===== src/rtl/bus_mem_responder.sv =====
// Memory-side responder for the L1/bus coherence interface.
// Accepts R_REQ / RFO_BCAST / WB_REQ from the bus, runs one valid/ready
// transaction on the memory port and returns a single MEM_RESP or MEM_RESP_S.
// All outputs are registered: the comb process computes next-cycle output
// values alongside the next state, and the state register latches both.
module bus_mem_responder #(
    parameter int DATA_WIDTH      = 32,
    parameter int ADDRESS_BITS    = 32,
    parameter int MSG_BITS        = 4,
    parameter int BUS_OFFSET_BITS = 2,
    parameter int BUS_WIDTH       = (1 << BUS_OFFSET_BITS) * DATA_WIDTH
) (
    input  logic                    clock,
    input  logic                    reset,
    input  logic [MSG_BITS-1:0]     bus_msg_in,
    input  logic [ADDRESS_BITS-1:0] bus_address_in,
    input  logic [BUS_WIDTH-1:0]    bus_data_in,
    input  logic                    shared,
    output logic [MSG_BITS-1:0]     bus_msg_out,
    output logic [ADDRESS_BITS-1:0] bus_address_out,
    output logic [BUS_WIDTH-1:0]    bus_data_out,
    output logic                    busy,
    output logic                    mem_read,
    output logic                    mem_write,
    output logic [ADDRESS_BITS-1:0] mem_address,
    output logic [BUS_WIDTH-1:0]    mem_data_out,
    input  logic                    mem_ready,
    input  logic                    mem_valid,
    input  logic [BUS_WIDTH-1:0]    mem_data_in
);
    // Bus message encodings shared with the cache bus wrapper.
    localparam logic [MSG_BITS-1:0] NO_REQ     = MSG_BITS'(0);
    localparam logic [MSG_BITS-1:0] R_REQ      = MSG_BITS'(1);
    localparam logic [MSG_BITS-1:0] RFO_BCAST  = MSG_BITS'(2);
    localparam logic [MSG_BITS-1:0] WB_REQ     = MSG_BITS'(3);
    localparam logic [MSG_BITS-1:0] MEM_RESP   = MSG_BITS'(4);
    localparam logic [MSG_BITS-1:0] MEM_RESP_S = MSG_BITS'(5);

    typedef enum logic [2:0] {IDLE, MEM_REQ, MEM_WAIT, RESP, DRAIN} state_t;

    // Request as latched from the bus in IDLE.
    typedef struct packed {
        logic [MSG_BITS-1:0]     msg;
        logic [ADDRESS_BITS-1:0] addr;
        logic                    shared;
    } req_t;

    state_t                  state, state_n;
    req_t                    req, req_n;
    logic [MSG_BITS-1:0]     msg_n;
    logic [ADDRESS_BITS-1:0] addr_n, maddr_n;
    logic [BUS_WIDTH-1:0]    data_n, mdata_n;
    logic                    rd_n, wr_n;

    // Next state plus next values of every registered output.
    always_comb begin
        state_n = state;
        req_n   = req;
        msg_n   = NO_REQ;
        addr_n  = '0;
        data_n  = '0;
        rd_n    = 1'b0;
        wr_n    = 1'b0;
        maddr_n = mem_address;
        mdata_n = mem_data_out;
        unique case (state)
            IDLE: begin
                if (bus_msg_in == R_REQ || bus_msg_in == RFO_BCAST || bus_msg_in == WB_REQ) begin
                    req_n   = '{msg: bus_msg_in, addr: bus_address_in, shared: shared};
                    state_n = MEM_REQ;
                    rd_n    = (bus_msg_in != WB_REQ);
                    wr_n    = (bus_msg_in == WB_REQ);
                    maddr_n = bus_address_in;
                    mdata_n = (bus_msg_in == WB_REQ) ? bus_data_in : '0;
                end
            end
            MEM_REQ: begin
                // Command is held until memory accepts it; a coincident
                // mem_valid is deliberately ignored here.
                if (mem_ready) begin
                    state_n = MEM_WAIT;
                end else begin
                    rd_n = mem_read;
                    wr_n = mem_write;
                end
            end
            MEM_WAIT: begin
                if (mem_valid) begin
                    state_n = RESP;
                    addr_n  = req.addr;
                    msg_n   = (req.msg == R_REQ && req.shared) ? MEM_RESP_S : MEM_RESP;
                    data_n  = (req.msg == WB_REQ) ? '0 : mem_data_in;
                end
            end
            RESP: begin
                state_n = DRAIN;
            end
            DRAIN: begin
                // Wait for the requester to drop or change its request so it
                // is not accepted a second time.
                if (bus_msg_in != req.msg || bus_address_in != req.addr)
                    state_n = IDLE;
            end
            default: state_n = IDLE;
        endcase
    end

    // State, latched request and registered outputs; reset abandons any transaction.
    always_ff @(posedge clock) begin
        if (!reset) begin
            state           <= IDLE;
            req             <= '0;
            bus_msg_out     <= NO_REQ;
            bus_address_out <= '0;
            bus_data_out    <= '0;
            busy            <= 1'b0;
            mem_read        <= 1'b0;
            mem_write       <= 1'b0;
            mem_address     <= '0;
            mem_data_out    <= '0;
        end else begin
            state           <= state_n;
            req             <= req_n;
            bus_msg_out     <= msg_n;
            bus_address_out <= addr_n;
            bus_data_out    <= data_n;
            busy            <= (state_n != IDLE);
            mem_read        <= rd_n;
            mem_write       <= wr_n;
            mem_address     <= maddr_n;
            mem_data_out    <= mdata_n;
        end
    end
endmodule

===== config.mk =====
export PLATFORM = sky130hd
export DESIGN_NAME = bus_mem_responder
export DESIGN_NICKNAME = d
export VERILOG_FILES = /design/src/rtl/bus_mem_responder.sv
export SDC_FILE = /design/constraint.sdc
export NUM_CORES = 1
export LEC_CHECK = 0
export BUFFER_PORTS_ARGS = -buffer_cell sky130_fd_sc_hd__buf_2
export CAP_MARGIN = 20
export CORE_AREA = 3 3 243 245
export DETAILED_ROUTE_END_ITERATION = 7
export DIE_AREA = 0 0 246 248
export PLACE_DENSITY = 0.51
export RECOVER_POWER = 25
export SETUP_SLACK_MARGIN = 0.5
export SLEW_MARGIN = 40
export SYNTH_ARGS = -nofsm -noshare
export SYNTH_HDL_FRONTEND = slang
export SYNTH_SLANG_ARGS = --single-unit

===== constraint.sdc =====
create_clock -name clock -period 2.88 [get_ports clock]
set_input_delay 0.576 -clock clock [delete_from_list [all_inputs] [get_ports clock]]
set_output_delay 0.576 -clock clock [all_outputs]
set_load 0.02 [all_outputs]

==> impl_metrics.sql <==
INSERT INTO impl_metrics (metric_group, metric, value, unit) VALUES
('routing', 'vias', '9468', ''),
('sta', 'maxSlewHeadroom', '11.33', '%'),
('worst_setup_path', 'worstPathArrival', '2850', 'ps'),
('cells_and_area', 'number_of_fillers_in_the_final_layout', '6194', ''),
('synth', 'synth.distinct_cells', '33', ''),
('placement', 'hpwl', '29620', 'microns'),
('routing', 'vias_per_cell', '3.911', ''),
('sta', 'fin_crit_sh', '82.87', '%'),
('worst_hold_path', 'hold_class', 'in2reg', ''),
('cells_and_area', 'utilization', '28.05', '%'),
('cts', 'cts_post_setup_buffers_inserted', '0', ''),
('placement', 'gp_congestion', '0.8405', ''),
('grt', 'first_global_vias', '9632', ''),
('sta', 'report.final.hold_viol_count', '0', ''),
('grt', 'maximum_number_of_pins_on_one_net_before_global_route_repair', '170', ''),
('synth', 'yosys_most_used_dff', 'dfxtp_1', ''),
('cells_and_area', 'drive_above_1_share', '35.35', '%'),
('worst_setup_path', 'timing.critical_path.to_type', 'flip-flop', ''),
('sta', 'finalClockSkew', '8.378', 'ps'),
('cts', 'cts_inserted_buffers', '38', ''),
('cells_and_area', 'final-instance-count-excl-fill', '2421', ''),
('placement', 'dp.cells', '2352', ''),
('sta', 'worst_slack_setup_final', '493.5', 'ps'),
('synth', 'post_synth_main_area_contributors', 'dfxtp_1 59%, and2_1 8.9%, a22oi_1 8.6%, nor2b_1 7.2%, nand2_1 2.5%', ''),
('floorplanning', 'floorplan.core_area', '57370', 'sq um'),
('worst_setup_path', 'worstSetupStartpointType', 'flip-flop', ''),
('synth', 'synth_cells', '1046', ''),
('cts', 'cts_tree', 'built', ''),
('routing', 'drt_iter0_drc', '295', ''),
('floorplanning', 'die_h', '248', 'microns'),
('placement', 'dp_worst_setup_slack', '346.8', 'ps'),
('synth', 'netlist.top_cell.by_area', 'dfxtp_1', ''),
('grt', 'antenna_found_initial', '2', ''),
('grt', 'groute.usage.overall', '11.85', '%'),
('synth', 'synth_seq_area_share', '59.37', '%'),
('cts', 'ctsHoldBuffers', '0', ''),
('sta', 'final-max-slew-violation-count', '0', ''),
('power', 'cellLeakagePower', '6.965', 'nW'),
('synth', 'synth.yosys.warnings', '0', ''),
('cts', 'clk_root_buffer_cell', 'clkbuf_16', ''),
('grt', 'grt_overflow_total', '0', ''),
('placement', 'port_buffers', '621', ''),
('routing', 'drt-pass1-iter-count', '7', ''),
('job', 'timing.max_cap.violations', '0', ''),
('sta', 'total_negative_slack', '0', 'ps'),
('synth', 'yosys-top-cells-count', '333 x dfxtp_1, 160 x and2_1, 130 x nor2b_1, 129 x a22oi_1, 74 x nand2_1', ''),
('floorplanning', 'dieWidth', '246', 'microns'),
('floorplanning', 'io-pin-count', '624', ''),
('cells_and_area', 'final_design_area_no_fill', '16090', 'sq um'),
('routing', 'drt.antenna.violating_nets', '0', ''),
('synth', 'total_of_flip_flops_plus_latches_after_synthesis', '333', ''),
('worst_setup_path', 'required', '3340', 'ps'),
('routing', 'wirelength', '38720', 'microns'),
('power', 'peakVddDrop', '369.5', 'uV'),
('cts', 'cts.htree.levels', '2', ''),
('sta', 'max_slew.worst_pin.slew', '1330', 'ps'),
('floorplanning', 'floorplan.initialDensity', '19.57', '%'),
('synth', 'post_synth.cell_area_avg', '10.73', 'sq um'),
('sta', 'fmaxAchievable', '419.0', 'MHz'),
('grt', 'grt_pass1_wl', '56320', 'microns'),
('power', 'power_density', '642.5', 'nW/um^2'),
('cts', 'clk_latency_worst_skew_pair', '530', 'ps'),
('synth', 'syn-cell-area', '11230', 'sq um'),
('cts', 'post_cts.resized_instances', '0', ''),
('sta', 'finalCriticalPeriod', '2387', 'ps'),
('sta', 'finalSetupViolCount', '0', ''),
('cts', 'clock_tree.buffer_depth', '3', ''),
('synth', 'yosysTopAreaCellShare', '59.37', '%'),
('routing', 'drt-wirelength-per-cell', '15.99', 'microns'),
('worst_setup_path', 'critical_path.max_fanout', '33', ''),
('placement', 'placed_cell_area', '14990', 'sq um'),
('floorplanning', 'rows', '88', ''),
('worst_setup_path', 'crit_type', 'reg2reg', ''),
('cts', 'tritoncts_num_sinks', '333', ''),
('routing', 'detail_route.drc_violations', '0', ''),
('synth', 'postSynth.asyncResetShare', '0', '%'),
('cts', 'path_clk_slew', '60', 'ps'),
('cells_and_area', 'fin_nets', '1924', ''),
('floorplanning', 'die_area', '61010', 'sq um'),
('synth', 'synth.most_common_cell', 'dfxtp_1', ''),
('outcome', 'run_status', 'finished, final reports clean', ''),
('sta', 'grt_setup_unrepaired', 'false', ''),
('cells_and_area', 'syn_to_final_growth', '43.32', '%'),
('synth', 'number_of_flops_mapped_to_enable_cells_by_yosys', '0', '');
==> power breakdown <==
group | switching (mW) | internal, mW | total (mW)
combinational | 0.392 | 0.340 | 0.731
sequential | 0.0538 | 4.68 | 4.74
clock | 1.89 | 2.98 | 4.87
total | 2.34 | 8.00 | 10.3
==> registers in the layout, summed over array words and instances, names as in the netlist <==
register,flops
bus_msg_out,2
busy,1
bus_address_out,32
state,3
mem_write,1
mem_read,1
mem_data_out,128
bus_data_out,128
req,37
==> metal layers <==
metal | GRT usage [%] | part of all wire (%)
met1 | 13.42 | 39
met5 | 0 | 0.028
met2 | 20.53 | 50
met3 | 4.343 | 8.7
met4 | 4.116 | 2.6
==> stage by stage <==
stage | hold WS (ps) | power (mW)
floorplan | 439.5 | 5.216
global placement | 463.8 | 5.576
detailed placement | 484.5 | 5.583
CTS | 190.4 | 10.55
global route | 203.2 | 10.80
finish | 241.2 | 10.34
==> layout by cell type, fill, tap and decap left out, types with 6 or more instances in the layout <==
cell type and n:
a21boi_0 8, a21boi_1 27, a22oi_1 129, and2_0 16
and2_1 144, buf_12 8, buf_2 494, buf_4 18
clkbuf_1 136, clkbuf_16 41, clkbuf_8 8, dfxtp_1 333
nand2_1 74, nand4_1 8, nor2b_1 130, xnor2_1 31
xor2_1 6
==> layout make-up <==
type,count,area [sq um],area share (%)
tap,765,957.2,5.948
sequential,333,6666,41.42
clock inverter,10,108.9,0.6764
timing repair buffer,647,3244,20.16
multi-input combinational,607,3944,24.51
clock buffer,58,1170,7.269
antenna,1,2.502,0.01555
==> worst max-delay path, cell delays in order, from the launching register on <==
cell     delay, ps
dfxtp_1        370
or4_4          520
nor2_1         350
and3_4         540
buf_12         250
a22oi_1        110
nor2b_1        140
==> worst paths after layout <==
| path | start | end | slack (ps) | cells past startpoint |
|---|---|---|---|---|
| worst max-delay path | state[2] | mem_data_out[36] | 490 | 6 |
| worst min-delay path | mem_data_in[102] | bus_data_out[102] | 240 | 2 |
| worst max register to register | state[2] | mem_data_out[36] | 490 | 6 |
| worst min register to register | req[0] | req[0] | 490 | 2 |
==> cell families after synthesis <==
family | Yosys count | synth area share [%]
AO/OA/AOI/OAI | 173 | 11.43
XOR/XNOR | 37 | 2.886
buffers and inverters | 107 | 5.728
flip-flops | 333 | 59.37
other | 1 | 0.03340
AND/OR/NAND/NOR | 395 | 20.55
Note: power is estimated with default switching activity, not from simulation.
